<file path="src/rtl/rm_lane_sched.sv">
// rm_lane_sched: time-slices one shared lane between NUM_REQ event sources.
//
// state | meaning
// ------+------------------------------------------------------------
// IDLE  | no owner; next owner chosen round-robin starting at rr_ptr
// LRST  | one-cycle lane reset pulse before the new owner drives it
// RUN   | owner's event vector forwarded to the lane; cnt is the slice count
// DRAIN | lane quiet for MON_LAT cycles so late monitor hits reach the owner
//
// Ports:
//   clk_i, rst_ni          clock, synchronous active-low reset
//   req_i, req_vector_i    per-source request and packed event vectors
//   gnt_o                  one-hot grant (RUN only)
//   lane_vector_o          registered copy of the owner's event vector
//   lane_reset_o           active-high lane reset
//   monitor_i              lane rule-violation bits
//   viol_valid_o/ready_i   violation record handshake
//   viol_id_o, viol_rules_o  owner and captured monitor bits
//   viol_ovf_o             sticky: a violation was dropped
module rm_lane_sched #(
  parameter int NUM_REQ    = 4,
  parameter int NUM_EVENTS = 6,
  parameter int NUM_RULES  = 10,
  parameter int SLICE_LEN  = 16,
  parameter int MON_LAT    = 2
) (
  input  logic                            clk_i,
  input  logic                            rst_ni,
  input  logic [NUM_REQ-1:0]              req_i,
  input  logic [NUM_REQ*NUM_EVENTS-1:0]   req_vector_i,
  output logic [NUM_REQ-1:0]              gnt_o,
  output logic [NUM_EVENTS-1:0]           lane_vector_o,
  output logic                            lane_reset_o,
  input  logic [NUM_RULES-1:0]            monitor_i,
  output logic                            viol_valid_o,
  input  logic                            viol_ready_i,
  output logic [$clog2(NUM_REQ)-1:0]      viol_id_o,
  output logic [NUM_RULES-1:0]            viol_rules_o,
  output logic                            viol_ovf_o
);

  localparam int ID_W  = $clog2(NUM_REQ);
  localparam int CNT_W = $clog2(SLICE_LEN);
  localparam int DRN_W = (MON_LAT > 1) ? $clog2(MON_LAT) : 1;

  typedef enum logic [1:0] {S_IDLE, S_LRST, S_RUN, S_DRAIN} state_t;

  state_t                 state_q, state_d;
  logic [ID_W-1:0]        owner_q, owner_d;
  logic [ID_W-1:0]        rr_ptr_q, rr_ptr_d;
  logic [CNT_W-1:0]       cnt_q, cnt_d;
  logic [DRN_W-1:0]       drn_q, drn_d;
  logic [NUM_REQ-1:0]     gnt_d;
  logic [NUM_EVENTS-1:0]  vec_d;
  logic                   lrst_d;

  // Round-robin pick: rotate requests so rr_ptr sits at bit 0, take the
  // lowest set bit, then rotate the offset back.
  logic [2*NUM_REQ-1:0]   req_dbl;
  logic [NUM_REQ-1:0]     req_rot;
  logic [ID_W-1:0]        pick_off;
  logic                   pick_vld;
  logic [ID_W:0]          pick_sum;
  logic [ID_W-1:0]        pick;

  assign req_dbl  = {req_i, req_i};
  assign req_rot  = req_dbl[rr_ptr_q +: NUM_REQ];

  always_comb begin
    pick_off = '0;
    pick_vld = 1'b0;
    for (int i = NUM_REQ - 1; i >= 0; i--) begin
      if (req_rot[i]) begin
        pick_off = ID_W'(i);
        pick_vld = 1'b1;
      end
    end
  end

  assign pick_sum = {1'b0, rr_ptr_q} + {1'b0, pick_off};
  assign pick     = ID_W'((pick_sum >= (ID_W+1)'(NUM_REQ)) ?
                          (pick_sum - (ID_W+1)'(NUM_REQ)) : pick_sum);

  logic [NUM_REQ-1:0]     own_oh;
  logic                   others_req;
  logic [NUM_EVENTS-1:0]  own_vec;
  logic                   slice_end;
  logic                   viol;

  assign own_oh     = NUM_REQ'(1) << owner_q;
  assign others_req = |(req_i & ~own_oh);
  assign own_vec    = req_vector_i[owner_q*NUM_EVENTS +: NUM_EVENTS];
  assign slice_end  = (cnt_q == CNT_W'(SLICE_LEN - 1));
  assign viol       = ((state_q == S_RUN) || (state_q == S_DRAIN)) && (|monitor_i);

  always_comb begin
    state_d  = state_q;
    owner_d  = owner_q;
    rr_ptr_d = rr_ptr_q;
    cnt_d    = cnt_q;
    drn_d    = drn_q;
    gnt_d    = '0;
    vec_d    = '0;
    lrst_d   = 1'b0;
    case (state_q)
      S_IDLE: begin
        if (pick_vld) begin
          owner_d = pick;
          state_d = S_LRST;
          lrst_d  = 1'b1;
        end
      end
      S_LRST: begin
        state_d = S_RUN;
        cnt_d   = '0;
        gnt_d   = own_oh;
        vec_d   = own_vec;
      end
      S_RUN: begin
        if (!req_i[owner_q] || (slice_end && others_req)) begin
          state_d = S_DRAIN;
          drn_d   = DRN_W'(MON_LAT - 1);
        end else begin
          // A lone owner keeps the lane; the slice count just wraps.
          cnt_d = slice_end ? '0 : cnt_q + 1'b1;
          gnt_d = own_oh;
          vec_d = own_vec;
        end
      end
      S_DRAIN: begin
        if (drn_q == '0) begin
          state_d  = S_IDLE;
          rr_ptr_d = (owner_q == ID_W'(NUM_REQ - 1)) ? '0 : owner_q + 1'b1;
        end else begin
          drn_d = drn_q - 1'b1;
        end
      end
      default: state_d = S_IDLE;
    endcase
  end

  always_ff @(posedge clk_i) begin
    if (!rst_ni) begin
      state_q       <= S_IDLE;
      owner_q       <= '0;
      rr_ptr_q      <= '0;
      cnt_q         <= '0;
      drn_q         <= '0;
      gnt_o         <= '0;
      lane_vector_o <= '0;
      lane_reset_o  <= 1'b1;
      viol_valid_o  <= 1'b0;
      viol_id_o     <= '0;
      viol_rules_o  <= '0;
      viol_ovf_o    <= 1'b0;
    end else begin
      state_q       <= state_d;
      owner_q       <= owner_d;
      rr_ptr_q      <= rr_ptr_d;
      cnt_q         <= cnt_d;
      drn_q         <= drn_d;
      gnt_o         <= gnt_d;
      lane_vector_o <= vec_d;
      lane_reset_o  <= lrst_d;
      if (viol) begin
        if (!viol_valid_o || viol_ready_i) begin
          viol_valid_o <= 1'b1;
          viol_id_o    <= owner_q;
          viol_rules_o <= monitor_i;
        end else begin
          viol_ovf_o   <= 1'b1;
        end
      end else if (viol_valid_o && viol_ready_i) begin
        viol_valid_o <= 1'b0;
      end
    end
  end

endmodule

</file>
<file path="config.mk">
export PLATFORM = sky130hd
export DESIGN_NAME = rm_lane_sched
export DESIGN_NICKNAME = d
export VERILOG_FILES = /design/src/rtl/rm_lane_sched.sv
export SDC_FILE = /design/constraint.sdc
export NUM_CORES = 1
export LEC_CHECK = 0
export ABC_AREA = 1
export BUFFER_PORTS_ARGS = -buffer_cell sky130_fd_sc_hd__buf_2
export CAP_MARGIN = 20
export CELL_PAD_IN_SITES_DETAIL_PLACEMENT = 1
export CELL_PAD_IN_SITES_GLOBAL_PLACEMENT = 1
export CORE_MARGIN = 5
export CORE_UTILIZATION = 39
export CTS_BUF_LIST = sky130_fd_sc_hd__clkbuf_2
export DETAILED_ROUTE_END_ITERATION = 10
export PLACE_DENSITY_LB_ADDON = 0.3
export SETUP_SLACK_MARGIN = 0.15
export SYNTH_ARGS = -nofsm -noshare
export SYNTH_HDL_FRONTEND = slang
export SYNTH_SLANG_ARGS = --single-unit
</file>
<file path="constraint.sdc">
create_clock -name clk_i -period 5.4 [get_ports clk_i]
set_input_delay 0.54 -clock clk_i [delete_from_list [all_inputs] [get_ports clk_i]]
set_output_delay 0.54 -clock clk_i [all_outputs]
set_load 0.01 [all_outputs]
</file>
Word level (Yosys, flattened, before mapping)
Index checks and enable logic that the tools add are counted.
{"block": "totals", "ff_bits": 36, "in_bits": 41, "output_inout_bits": 25, "elab_cells": 90}
{"block": "classes", "addsub": 5, "n_mul": 1, "n_lt_le_gt_ge": 2, "n_eq_ne": 10, "n_shift": 3, "n_mux": 31, "bitwise_logic": 4, "n_reduce_logical": 22}
{"cell": "indexed part select 24 x 6 -> 6 bit", "count": 1}
{"cell": "2-to-1 mux 2 bit", "count": 9}
{"cell": "case mux 4 bit (2 select lines)", "count": 2}
{"cell": "AND reduction 2 bit", "count": 7}
{"cell": "2-to-1 mux 1 bit", "count": 12}
{"cell": "2-to-1 mux 4 bit", "count": 3}
{"cell": "case mux 6 bit (2 select lines)", "count": 1}
{"cell": "OR reduction 10 bit", "count": 1}
{"cell": "case mux 2 bit (4 select lines)", "count": 1}
{"cell": "indexed part select 8 x 3 -> 4 bit", "count": 1}
{"cell": "== test 2 bit (second input constant)", "count": 3}
{"cell": "2-to-1 mux 6 bit", "count": 1}
{"cell": "!= test 2 bit (second input constant)", "count": 3}
{"cell": "nonzero test 2 bit", "count": 3}
{"cell": "adder 4 x 1 -> 4 bit (second input constant)", "count": 1}
{"cell": "AND 4 bit", "count": 1}
{"cell": "== test 4 bit (second input constant)", "count": 1}
{"cell": "multiplier 2 x 2 -> 4 bit (second input constant)", "count": 1}
{"cell": "!= test 2 x 1 -> 1 bit (second input constant)", "count": 2}
{"cell": "NOT 4 bit", "count": 1}
{"cell": "OR reduction 4 bit", "count": 1}
{"cell": "<< shifter 1 x 2 -> 4 bit (first input constant)", "count": 1}
{"cell": "adder 2 x 2 -> 3 bit", "count": 1}
{"cell": ">= comparator 3 bit (second input constant)", "count": 1}
{"cell": "other kinds (13)", "count": 19}

Longest topological paths before layout
{"block": "logic_depth", "word_depth": 8, "mapped_depth": 13, "ltp_nobuf": 11}

Worst setup path before layout
Ideal clock, no wire load.
{"block": "synth_path", "kind": "register to register", "startpoint": "reg owner_q[0]", "endpoint": "reg lane_vector_o[0]", "setup_time_ns": 0.068, "t_arrival_ns": 1.767, "required_ns": 5.332, "path_slack_ns": 3.565, "stages_incl_launch_ff": 13, "n_path_buf": 2, "period_less_slack_ns": 1.835, "path_cell_list": "dfxtp_1 buf_6 clkinv_4 clkbuf_1 ha_1 inv_1 nand2_1 nand2_1 o21ai_2 nand2_4 nand2_4 nand3_4 a21oi_2"}
{"block": "synth_via", "elab_chain_cells": 8, "word_cells_on_any_way": 13, "cone_classes": "1 x mul; 2 x shift; 4 x mux; 2 x bitwise; 4 x reduce/logical"}
{"element": "start: declaration", "line": "49", "text": "logic [ID_W-1:0] owner_q, owner_d;"}
{"element": "start signal: assignment", "line": "158", "text": "owner_q <= owner_d;"}
{"element": "parallel branches: the longest is 7 deep, another holds multiplier 2 x 2 -> 4 bit"}
{"element": "case mux 6 bit (2 select lines) (*)", "line": "105", "text": "case (state_q)"}
{"element": "end signal: assignment", "line": "163", "text": "lane_vector_o <= vec_d;"}
{"element": "end: declaration", "line": "32", "text": "output logic [NUM_EVENTS-1:0] lane_vector_o,"}
Every way passes the cells marked *. The select of a mux whose other input is x is not followed.
A chain may end at the register's enable or synchronous reset.

Worst setup path after layout
{"block": "layout_path", "startpoint": "reg owner_q[0]", "endpoint": "reg state_q[0]"}
{"block": "layout_via", "elab_chain_cells": 8, "word_cells_on_any_way": 11, "cone_classes": "1 x eq/ne; 1 x shift; 2 x mux; 2 x bitwise; 5 x reduce/logical"}
{"element": "<< shifter 1 x 2 -> 4 bit", "line": "90", "text": "assign own_oh = NUM_REQ'(1) << owner_q;"}
{"element": "NOT 4 bit", "line": "91", "text": "assign others_req = |(req_i & ~own_oh);"}
{"element": "AND 4 bit", "line": "91"}
{"element": "OR reduction 4 bit", "line": "91"}
{"element": "logical AND 1 bit", "line": "120", "text": "if (!req_i[owner_q] || (slice_end && others_req)) begin"}
{"element": "logical OR 1 bit (*)", "line": "120"}
{"element": "!= test 2 x 1 -> 1 bit (no source line) (*)"}
{"element": "AND reduction 3 bit (no source line) (*)"}
{"element": "end signal: assignment", "line": "157", "text": "state_q <= state_d;"}
{"element": "end: declaration", "line": "48", "text": "state_t state_q, state_d;"}
Mark *: on every way between the ends. The rest lies on a longest branch, timed or not. The select of a mux whose other input is x is not followed.

==> run_results.csv <==
group,metric,value,unit
clocking,htreeDepth,2,
worst_setup_path,slowest_delay,0.82,ns
cells_and_area,regArea,721,sq um
cells_and_area,final_core_util,47.7,%
floorplan,rows,26,
global_route,antenna_found_initial,0,
power_and_ir_drop,p_leak,1.10,nW
clocking,clockRootBuffer,"clkbuf_2",
hold_path,hold_path_depth,3,
timing,final-max-slew-violation-count,0,
floorplan,ioPinCount,66,
worst_setup_path,required,5.68,ns
synthesis,async_flop_share,0,%
synthesis,synth_nets,324,
cells_and_area,num_antenna_cells,0,
timing,fin_tns_setup,0,ns
drt,viasPerCell,5.00,
hold_path,hold_class,"input pin to flop",
synthesis,synth-edff-count,0,
placed_design,portBuffers,65,
clocking,numCtsBuffers,5,
synthesis,ys_warn_count,0,
global_route,grt_pass1_wl,8.89,mm
timing,finalCritPeriodShare,40.8,%
drt,drt_wl_total,5.40,mm
cells_and_area,drive_gt1_share,30.1,%
worst_setup_path,critPathLaunch,"owner_q[0]",
drt,drc,0,
worst_setup_path,cp_slowest_cell,"dfxtp_1",
global_route,grt_max_degree,20,
global_route,grt_pass1_vias,2018,
floorplan,core,0.00504,sq mm
cells_and_area,nNetsFinal,386,
timing,fin_worst_skew,0.0203,ns
synthesis,syn_area,0.00201,sq mm
clocking,cts-resized-gates,0,
clocking,cts_setup_buffers,0,
worst_setup_path,crit_chain,"clkinv_4 > ha_1 > inv_1 > nand2_1 > nand2_1 > o21ai_2 > a21boi_2 > nand3_1 > nand2_1 > nor2_1",
worst_setup_path,reg2reg_depth,10,
synthesis,yosys_register_bits,36,
timing,rsz0062_at_grt,"false",
global_route,grtUsageTotal,17.0,%
timing,period_minus_slack,2.20,ns
hold_path,worstHoldStart,"monitor_i[3]",
cells_and_area,nFillCells,688,
worst_setup_path,critical_path_arrival,2.48,ns
worst_setup_path,path_class,"flop to flop",
floorplan,die_h,81.8,microns
global_route,grt.overflow.total,0,
drt,via_count,2026,
timing,finalSetupViolations,0,
synthesis,ys.flop_type,"dfxtp_1",
clocking,clk_pin_slew_worst_paths,0.19,ns
cells_and_area,final_common_cell,"buf_2",
drt,dr.pass1.iters,4,
placed_design,postPlaceCellArea,0.00237,sq mm
placed_design,gp_congestion,0.799,
worst_setup_path,end_kind,"flop",
cells_and_area,layout_common_cells,"65 x buf_2, 49 x nand2_1, 37 x nor2_1, 36 x dfxtp_1, 24 x a21oi_1",
cells_and_area,design_area,0.00240,sq mm
timing,worst_slew_pin_slew,0.703,ns
flow_run,cap_violations,0,
clocking,clk_latency,0.38,ns
clocking,clock_sinks,36,
drt,first_iter_violations,60,
synthesis,ys_types,34,
cells_and_area,area_growth,19.7,%
worst_setup_path,startpoint_type,"flop",
floorplan,die_area,0.00669,sq mm
status,status,"completed",
clocking,cts_tree,"built",
floorplan,die-width,81.8,microns
clocking,hold_buffers,0,
worst_setup_path,path_max_fanout,19,
power_and_ir_drop,irDropWorstVdd,0.000181,V
placed_design,hpwlAfterDp,4.36,mm
drt,wire_per_inst,13.3,microns
clocking,clock_path_buffers,2,
synthesis,synth-seq-area-share,35.9,%
timing,maxSlewHeadroom,53.1,%
worst_setup_path,r2r_start,"owner_q[0]",
floorplan,start_util,39.9,%
timing,max_freq,454,MHz
synthesis,syn_inst,272,
drt,antenna_left,0,
timing,final_hold_viol_count,0,
power_and_ir_drop,power.density,416,mW/mm^2
cells_and_area,multiInputGateArea,0.00113,sq mm
worst_setup_path,crit_path_frequent_cell,"nand2_1",
synthesis,syn_avg_cell_area,7.39,sq um
registers in the layout (all words and copies together) (netlist names):
name and flops:
viol_rules_o 10, lane_vector_o 6, cnt_q 4, gnt_o 4, owner_q 2, rr_ptr_q 2
state_q 2, viol_id_o 2, drn_q 1, lane_reset_o 1, viol_ovf_o 1, viol_valid_o 1
synthesized netlist by cell type, types with 2 or more instances:
cell / number / area [sq um]
nand3_2: 3 / 30.0
nand2_4: 3 / 33.8
nand3_1: 18 / 90.1
nand4_1: 12 / 75.1
ha_1: 11 / 138
o21ai_0: 16 / 80.1
o21ai_2: 2 / 17.5
a21oi_2: 6 / 52.6
clkbuf_1: 4 / 15.0
buf_2: 3 / 15.0
nor2_1: 37 / 139
nand2_2: 3 / 18.8
nand2_1: 49 / 184
a21oi_1: 24 / 120
dfxtp_1: 36 / 721
inv_1: 21 / 78.8
nor3_1: 2 / 10.0
xor2_1: 2 / 17.5
buf_4: 2 / 15.0
nor2_2: 4 / 25.0
power breakdown:
group          switching [mW]  leakage, nW  internal [mW]
clock network          0.0871       0.0306         0.0347
logic                   0.318        0.775          0.175
registers              0.0627        0.293          0.322
critical path: cells and delay by family, from the launching register on:
| family | cells | cell delay [ns] |
|---|---|---|
| flops | 1 | 0.82 |
| compound gates | 2 | 0.35 |
| buf+inv | 2 | 0.34 |
| simple gates | 5 | 0.32 |
| fa+ha+maj | 1 | 0.27 |
path summary, 6_finish.rpt:
| kind | end | slack [ns] |
|---|---|---|
| hold reg to reg | viol_rules_o[6] | 0.47 |
| setup reg to reg | state_q[0] | 3.20 |
| setup / recovery | state_q[0] | 3.20 |
| hold / removal | viol_rules_o[3] | 0.44 |
cells by family after synthesis:
logic type	synth area share, %
and+or+nand+nor	33.4
AOI/OAI and AO/OA	14.8
DFF	35.9
adders and majority gates	6.85
xor gates and xnor gates	1.31
buffers and inverters	7.85
per-stage QoR:
step / hold WS (ns) / worst slack (ns) / total power, mW / std cells
floorplan: 0.456 / 3.57 / 0.769 / 272
finish: 0.444 / 3.20 / 1.00 / 405
CTS: 0.408 / 3.19 / 1.01 / 405
global placement: 0.442 / 3.31 / 0.872 / 397
global route: 0.413 / 2.93 / 1.09 / 405
detailed placement: 0.452 / 3.22 / 0.892 / 397
area by class of cell:
| class | instances | area share [%] |
|---|---|---|
| clock buffers | 7 | 1.46 |
| multi-input cells | 201 | 47.0 |
| well taps | 70 | 3.64 |
| repair buffers | 65 | 13.5 |
| clock inverters | 1 | 0.156 |
| flip-flops and latches | 36 | 30.0 |
| inverters | 25 | 4.21 |
routing by layer:
| metal | vias up | share of wire (%) | global-route usage (%) |
|---|---|---|---|
| met5 | - | 0 | 0 |
| met4 | 0 | 1.3 | 4.98 |
| met3 | 6 | 5.6 | 3.95 |
| met2 | 42 | 48 | 30.3 |
| met1 | 961 | 45 | 20.2 |
| li1 | 1017 | - | - |
Note: power is estimated with default switching activity, not from simulation.
